## config.mk

```make
export PLATFORM = sky130hd
export DESIGN_NAME = qmax_hop_select
export DESIGN_NICKNAME = d
export VERILOG_FILES = /design/src/rtl/eerrl_pkg.sv /design/src/rtl/hop_better_cmp.sv /design/src/rtl/qmax_hop_select.sv
export SDC_FILE = /design/constraint.sdc
export NUM_CORES = 1
export LEC_CHECK = 0
export BUFFER_PORTS_ARGS = -buffer_cell sky130_fd_sc_hd__buf_4
export CAP_MARGIN = 20
export CORE_ASPECT_RATIO = 0.7
export CORE_MARGIN = 8
export CORE_UTILIZATION = 50
export DETAILED_ROUTE_END_ITERATION = 16
export PLACE_DENSITY = 0.85
export SLEW_MARGIN = 10
export SYNTH_ARGS = -nofsm -noshare
export SYNTH_HDL_FRONTEND = slang
export SYNTH_SLANG_ARGS = --single-unit
```

## constraint.sdc

```tcl
create_clock -name clk -period 5.55 [get_ports clk]
set_input_delay 0.2775 -clock clk [delete_from_list [all_inputs] [get_ports clk]]
set_output_delay 0.2775 -clock clk [all_outputs]
set_load 0.02 [all_outputs]
```

## src/rtl/eerrl_pkg.sv

```systemverilog
// Shared constants for the EERRL routing blocks: table geometry, packet types,
// and the state encoding of the next-hop selector.
package eerrl_pkg;
    localparam int WORD_WIDTH = 16;
    localparam int MEM_DEPTH  = 2048;

    localparam logic [7:0] PKT_HELLO = 8'h01;
    localparam logic [7:0] PKT_DATA  = 8'h02;
    localparam logic [7:0] PKT_ACK   = 8'h03;

    typedef enum logic [1:0] {
        ST_IDLE = 2'd0,
        ST_SCAN = 2'd1,
        ST_DONE = 2'd2
    } qmax_state_t;
endpackage

```

## src/rtl/hop_better_cmp.sv

```systemverilog
// Decides whether a candidate neighbour beats the current best: higher Q wins,
// equal Q falls back to higher residual energy; full ties keep the incumbent.
module hop_better_cmp #(
    parameter int WORD_WIDTH = eerrl_pkg::WORD_WIDTH
) (
    input  logic [WORD_WIDTH-1:0] cand_q,
    input  logic [WORD_WIDTH-1:0] cand_energy,
    input  logic [WORD_WIDTH-1:0] best_q,
    input  logic [WORD_WIDTH-1:0] best_energy,
    input  logic                  found,
    output logic                  replace
);
    assign replace = !found
                  || (cand_q > best_q)
                  || ((cand_q == best_q) && (cand_energy > best_energy));
endmodule

```

## src/rtl/qmax_hop_select.sv

```systemverilog
// Scans the neighbour table after a Q-update and picks the eligible entry with
// the highest Q-value; drives the bank read index and reports a done pulse.
module qmax_hop_select #(
    parameter int WORD_WIDTH    = eerrl_pkg::WORD_WIDTH,
    parameter int MAX_NEIGHBORS = eerrl_pkg::MEM_DEPTH
) (
    input  logic                  clk,
    input  logic                  nrst,
    input  logic                  en,
    input  logic [WORD_WIDTH-1:0] neighborCount,
    input  logic [WORD_WIDTH-1:0] myClusterID,
    input  logic                  filterCluster,
    input  logic [WORD_WIDTH-1:0] minEnergy,
    output logic [WORD_WIDTH-1:0] rdIndex,
    input  logic [WORD_WIDTH-1:0] mSourceID,
    input  logic [WORD_WIDTH-1:0] mClusterID,
    input  logic [WORD_WIDTH-1:0] mEnergyLeft,
    input  logic [WORD_WIDTH-1:0] mQValue,
    output logic [WORD_WIDTH-1:0] bestID,
    output logic [WORD_WIDTH-1:0] bestClusterID,
    output logic [WORD_WIDTH-1:0] bestEnergy,
    output logic [WORD_WIDTH-1:0] bestQValue,
    output logic                  found,
    output logic                  busy,
    output logic                  done
);
    import eerrl_pkg::*;

    typedef logic [WORD_WIDTH-1:0] word_t;
    localparam word_t MAX_N = word_t'(MAX_NEIGHBORS);

    qmax_state_t state, state_nxt;
    word_t       n_lat, cluster_lat, min_e_lat;
    logic        filt_lat;
    logic        pending;   // bank data holds entry rdIndex-1
    logic        tail;      // index held at N-1; bank data holds the last entry
    logic        start, last_idx, cmp_vld, eligible, replace;

    assign start    = (state == ST_IDLE) && en;
    assign last_idx = (rdIndex == n_lat - word_t'(1));
    assign cmp_vld  = (state == ST_SCAN) && (pending || tail);
    assign eligible = (mEnergyLeft >= min_e_lat)
                   && (!filt_lat || (mClusterID == cluster_lat) || (mSourceID == cluster_lat));

    assign busy = (state == ST_SCAN);
    assign done = (state == ST_DONE);

    hop_better_cmp #(.WORD_WIDTH(WORD_WIDTH)) u_cmp (
        .cand_q      (mQValue),
        .cand_energy (mEnergyLeft),
        .best_q      (bestQValue),
        .best_energy (bestEnergy),
        .found       (found),
        .replace     (replace)
    );

    always_ff @(posedge clk or negedge nrst) begin
        if (!nrst) state <= ST_IDLE;
        else       state <= state_nxt;
    end

    always_comb begin
        state_nxt = state;
        case (state)
            ST_IDLE: if (en) state_nxt = (neighborCount == '0) ? ST_DONE : ST_SCAN;
            ST_SCAN: if (tail) state_nxt = ST_DONE;
            ST_DONE: state_nxt = ST_IDLE;
            default: state_nxt = ST_IDLE;
        endcase
    end

    always_ff @(posedge clk or negedge nrst) begin
        if (!nrst) begin
            n_lat         <= '0;
            cluster_lat   <= '0;
            min_e_lat     <= '0;
            filt_lat      <= 1'b0;
            pending       <= 1'b0;
            tail          <= 1'b0;
            rdIndex       <= '0;
            found         <= 1'b0;
            bestID        <= '0;
            bestClusterID <= '0;
            bestEnergy    <= '0;
            bestQValue    <= '0;
        end else if (start) begin
            n_lat         <= (neighborCount > MAX_N) ? MAX_N : neighborCount;
            cluster_lat   <= myClusterID;
            min_e_lat     <= minEnergy;
            filt_lat      <= filterCluster;
            pending       <= 1'b0;
            tail          <= 1'b0;
            rdIndex       <= '0;
            found         <= 1'b0;
            bestID        <= '0;
            bestClusterID <= '0;
            bestEnergy    <= '0;
            bestQValue    <= '0;
        end else if (state == ST_SCAN) begin
            if (cmp_vld && eligible && replace) begin
                found         <= 1'b1;
                bestID        <= mSourceID;
                bestClusterID <= mClusterID;
                bestEnergy    <= mEnergyLeft;
                bestQValue    <= mQValue;
            end
            if (!tail) begin
                if (last_idx) begin
                    pending <= 1'b0;
                    tail    <= 1'b1;
                end else begin
                    rdIndex <= rdIndex + word_t'(1);
                    pending <= 1'b1;
                end
            end
        end else if (state == ST_DONE) begin
            // hand the banks back to the Q-update stage
            rdIndex <= '0;
            pending <= 1'b0;
            tail    <= 1'b0;
        end
    end
endmodule

```

==> flow_summary.json <==
{
  "grt.total_usage_pct": 22.7,
  "crit_path_top_delay_cell": "a31oi_4",
  "ant_nets": 0,
  "stdcell_area_um2": 10200,
  "crit_start": "cluster_lat[15]",
  "worstHoldPathType": "in2reg",
  "synth_simple_gate_area_share_pct": 19.4,
  "p_leak_nw": 4.91,
  "r2r-start": "cluster_lat[15]",
  "die_y_um": 122,
  "power_density_nw_per_um2": 363,
  "synth_edf_count": 0,
  "finalClockSkew_ps": 11.6,
  "clkLatencyLatePin_ps": 420,
  "placed_area_um2": 9600,
  "drcViolationCount": 0,
  "drtIter0Drc": 582,
  "drive_gt1_share_pct": 23.8,
  "synth.area.mux_share_pct": 8.72,
  "period_needed_ps": 3360,
  "tightestPinTransition_ps": 1020,
  "antenna_found_initial": 0,
  "dp_hpwl_um": 17100,
  "coreArea_um2": 15500,
  "setup_violations": 0,
  "gp_congestion": 0.901,
  "cts_max_path_buffers": 2,
  "end_kind": "register",
  "finalSetupTns_ps": 0,
  "worstPathArrival_ps": 3700,
  "cts_tree": "yes",
  "path_cells": "xor2_1, nor4_1, nand4_1, a31oi_1, o31ai_1, a31oi_4, buf_12, mux2i_1",
  "syn_to_final_growth_pct": 28.3,
  "overflow": 0,
  "ir_worst_vdd_v": 0.000193,
  "synth_top_flop_cell": "dfrtp_1",
  "clk_pin_slew_ps": 70,
  "dr.pass1.iters": 5,
  "max_cap_violations": 0,
  "cp.required_ps": 5890,
  "relSlewSlack_pct": 31.9,
  "portBuffers": 198,
  "drt-total-wl_um": 23100,
  "synth.distinct_cells": 61,
  "yosys_warnings": 0,
  "grt_pass1_wl_um": 37400,
  "clkSinkCount": 134,
  "synth_top_area_share_pct": 42.1,
  "outcome": "finished clean",
  "rsz0062_at_grt": "false",
  "synth-compound-area-share_pct": 11.0,
  "synth_top_family_by_area": "simple AND/OR/NAND/NOR gates",
  "regArea_um2": 3350,
  "ys_top_cells_by_area": "dfrtp_1 42%, nand2_1 11%, ha_1 8.3%",
  "grt_max_degree": 100,
  "cts_buffers": 17,
  "fmax_mhz": 298,
  "multi_input_area_um2": 4240,
  "synthXorXnorAreaFrac_pct": 5.50,
  "synth_area_per_cell_um2": 9.10,
  "h-tree-depth": 4,
  "fp.dieW_um": 167,
  "wl_per_cell_um": 18.2,
  "final-max-slew-violation-count": 0,
  "fin_nets": 1225,
  "die_area_um2": 20300,
  "critPathKind": "reg2reg",
  "vias": 7145,
  "ys_seq_area_share_pct": 42.1,
  "initial_core_util_pct": 51.2,
  "synthCells": 875,
  "io_pins": 199,
  "ys_seq_elements": 134,
  "swShare_pct": 37.5,
  "synth_largest_area_cell": "dfrtp_1",
  "p_switching_mw": 1.39,
  "synth-adder-area-share_pct": 8.33,
  "power_frac_clock_pct": 31.2,
  "cts_root_buf": "clkbuf_16",
  "path_max_fanout": 48,
  "num_antenna_cells": 0,
  "vias_per_cell": 5.63,
  "asyncSetResetFlopFracSynth_pct": 100,
  "fillers": 1263,
  "crit_path_max_incr_delay_ps": 730,
  "p_seq_share_pct": 35.1,
  "grt_pass1_vias": 7194,
  "postCtsSetupRepairBufs": 0,
  "crit_end": "bestClusterID[8]",
  "period_share_pct": 60.5,
  "start_kind": "register",
  "synth.cell_area_um2": 7960,
  "synth_nets": 1044,
  "worst_r2r_path_depth": 8,
  "pwr-share-comb_pct": 33.7,
  "r2r-end": "bestClusterID[8]",
  "p_int_mw": 2.32,
  "r2r_setup_slack_ps": 2190,
  "rows": 38,
  "hold_viol_final": 0
}
==> timing repair <==
item                                    4_1_cts  5_1_grt
endpoints found under the hold margin        76        0
gates resized for setup                       0        0
endpoints found under the setup margin        0        0
hold buffers                                  1        0
==> placed cells by master, fill, tap and decap left out, types with 4 or more instances in the layout <==
| cell type | netlist | layout |
|---|---|---|
| nor2_1 | 19 | 19 |
| nor4_1 | 18 | 18 |
| a22o_1 | 10 | 10 |
| and3_1 | 4 | 4 |
| nand2_1 | 227 | 226 |
| clkbuf_16 | 0 | 17 |
| a221o_1 | 8 | 8 |
| xor2_1 | 39 | 39 |
| a21oi_1 | 23 | 23 |
| nor2b_1 | 8 | 8 |
| nor3_1 | 8 | 8 |
| dfrtp_1 | 134 | 134 |
| inv_1 | 60 | 60 |
| o211ai_1 | 8 | 8 |
| xnor2_1 | 11 | 11 |
| o21ai_0 | 42 | 42 |
| nand4_1 | 12 | 12 |
| buf_4 | 1 | 200 |
| o22a_1 | 4 | 4 |
| nand3_1 | 12 | 12 |
| mux2i_1 | 66 | 66 |
| and2_1 | 7 | 6 |
| o31ai_1 | 8 | 8 |
| a21o_1 | 4 | 4 |
| ha_1 | 53 | 53 |
| inv_6 | 0 | 7 |
==> layout make-up <==
type	count	area share, %
repair buffers	203	15.1
multi-input cells	640	41.5
clock inverters	14	1.59
flip-flops and latches	134	32.8
well taps	200	2.45
clock buffers	18	4.30
inverters	60	2.21
==> cells by family (layout without fill, tap and decap cells) <==
logic type,count (synthesis),in the layout
flip-flops,134,134
AND/OR/NAND/NOR,339,339
adder cells (fa/ha/maj),53,53
AO/OA/AOI/OAI,129,129
buffers and inverters,101,295
XOR/XNOR,50,50
multiplexers,69,69
==> how the worst min path moves through the flow <==
stage,slack [ps],depth (start not counted),endpoint,start
after floorplan,-20,0,bestClusterID[0],nrst
after detailed placement,370,1,min_e_lat[9],nrst
after global placement,370,1,min_e_lat[9],nrst
after CTS,30,3,cluster_lat[15],myClusterID[15]
final,50,3,cluster_lat[15],myClusterID[15]
after global routing,40,3,cluster_lat[6],myClusterID[6]
==> power by group through the flow <==
stage | combinational, mW | clock [mW] | sequential [mW]
final | 1.25 | 1.16 | 1.30
after global routing | 1.39 | 1.21 | 1.32
after CTS | 1.24 | 1.17 | 1.30
after detailed placement | 1.23 | 0 | 1.31
after global placement | 1.20 | 0 | 1.31
after floorplan | 0.798 | 0 | 1.32
==> state kept, by name, indices dropped and copies added (netlist names) <==
| name | count |
|---|---|
| bestID | 16 |
| n_lat | 16 |
| pending | 1 |
| filt_lat | 1 |
| bestClusterID | 16 |
| bestQValue | 16 |
| state | 2 |
| cluster_lat | 16 |
| found | 1 |
| bestEnergy | 16 |
| min_e_lat | 16 |
| tail | 1 |
| rdIndex | 16 |
==> layer usage <==
layer  track usage, %  up-vias  routed length (µm)
met5                0        -                   0
met4             7.35        0                 419
met3             6.72       31                1790
met2             35.6      298               10500
met1             30.1     3451               10500
li1                 -     3365                   -
==> per-stage QoR <==
step                hold slack, ps  utilization, %  power [mW]  std cells  worst slack [ps]
finish                        47.7            65.7        3.70       1269              2190
global route                  39.6            65.7        3.92       1269              2070
CTS                           34.2            65.7        3.71       1269              2240
detailed placement             367            61.7        2.54       1236              2270
global placement               366            61.7        2.50       1236              2320
floorplan                    -18.1               -        2.12        875              2840
==> cells in the mapped netlist, types with 7 or more instances <==
| master | instances |
|---|---|
| a22o_1 | 10 |
| ha_1 | 53 |
| nand3_1 | 12 |
| o21ai_0 | 42 |
| mux2i_1 | 66 |
| o211ai_1 | 8 |
| dfrtp_1 | 134 |
| inv_1 | 60 |
| clkbuf_1 | 29 |
| and2_1 | 7 |
| xor2_1 | 39 |
| nor4_1 | 18 |
| nor3_1 | 8 |
| buf_1 | 7 |
| xnor2_1 | 11 |
| nor2_1 | 19 |
| a221o_1 | 8 |
| nand4_1 | 12 |
| nand2_1 | 227 |
| a21oi_1 | 23 |
| o31ai_1 | 8 |
| nor2b_1 | 8 |
==> critical path, delay by kind of cell, from the launching register on <==
| family | cells | cell delay, ps |
|---|---|---|
| AND/OR/NAND/NOR | 2 | 590 |
| buffers and inverters | 1 | 400 |
| flip-flops | 1 | 410 |
| XOR/XNOR | 1 | 180 |
| multiplexers | 1 | 240 |
| AO/OA/AOI/OAI | 3 | 1380 |
Note: power is estimated with default switching activity, not from simulation.
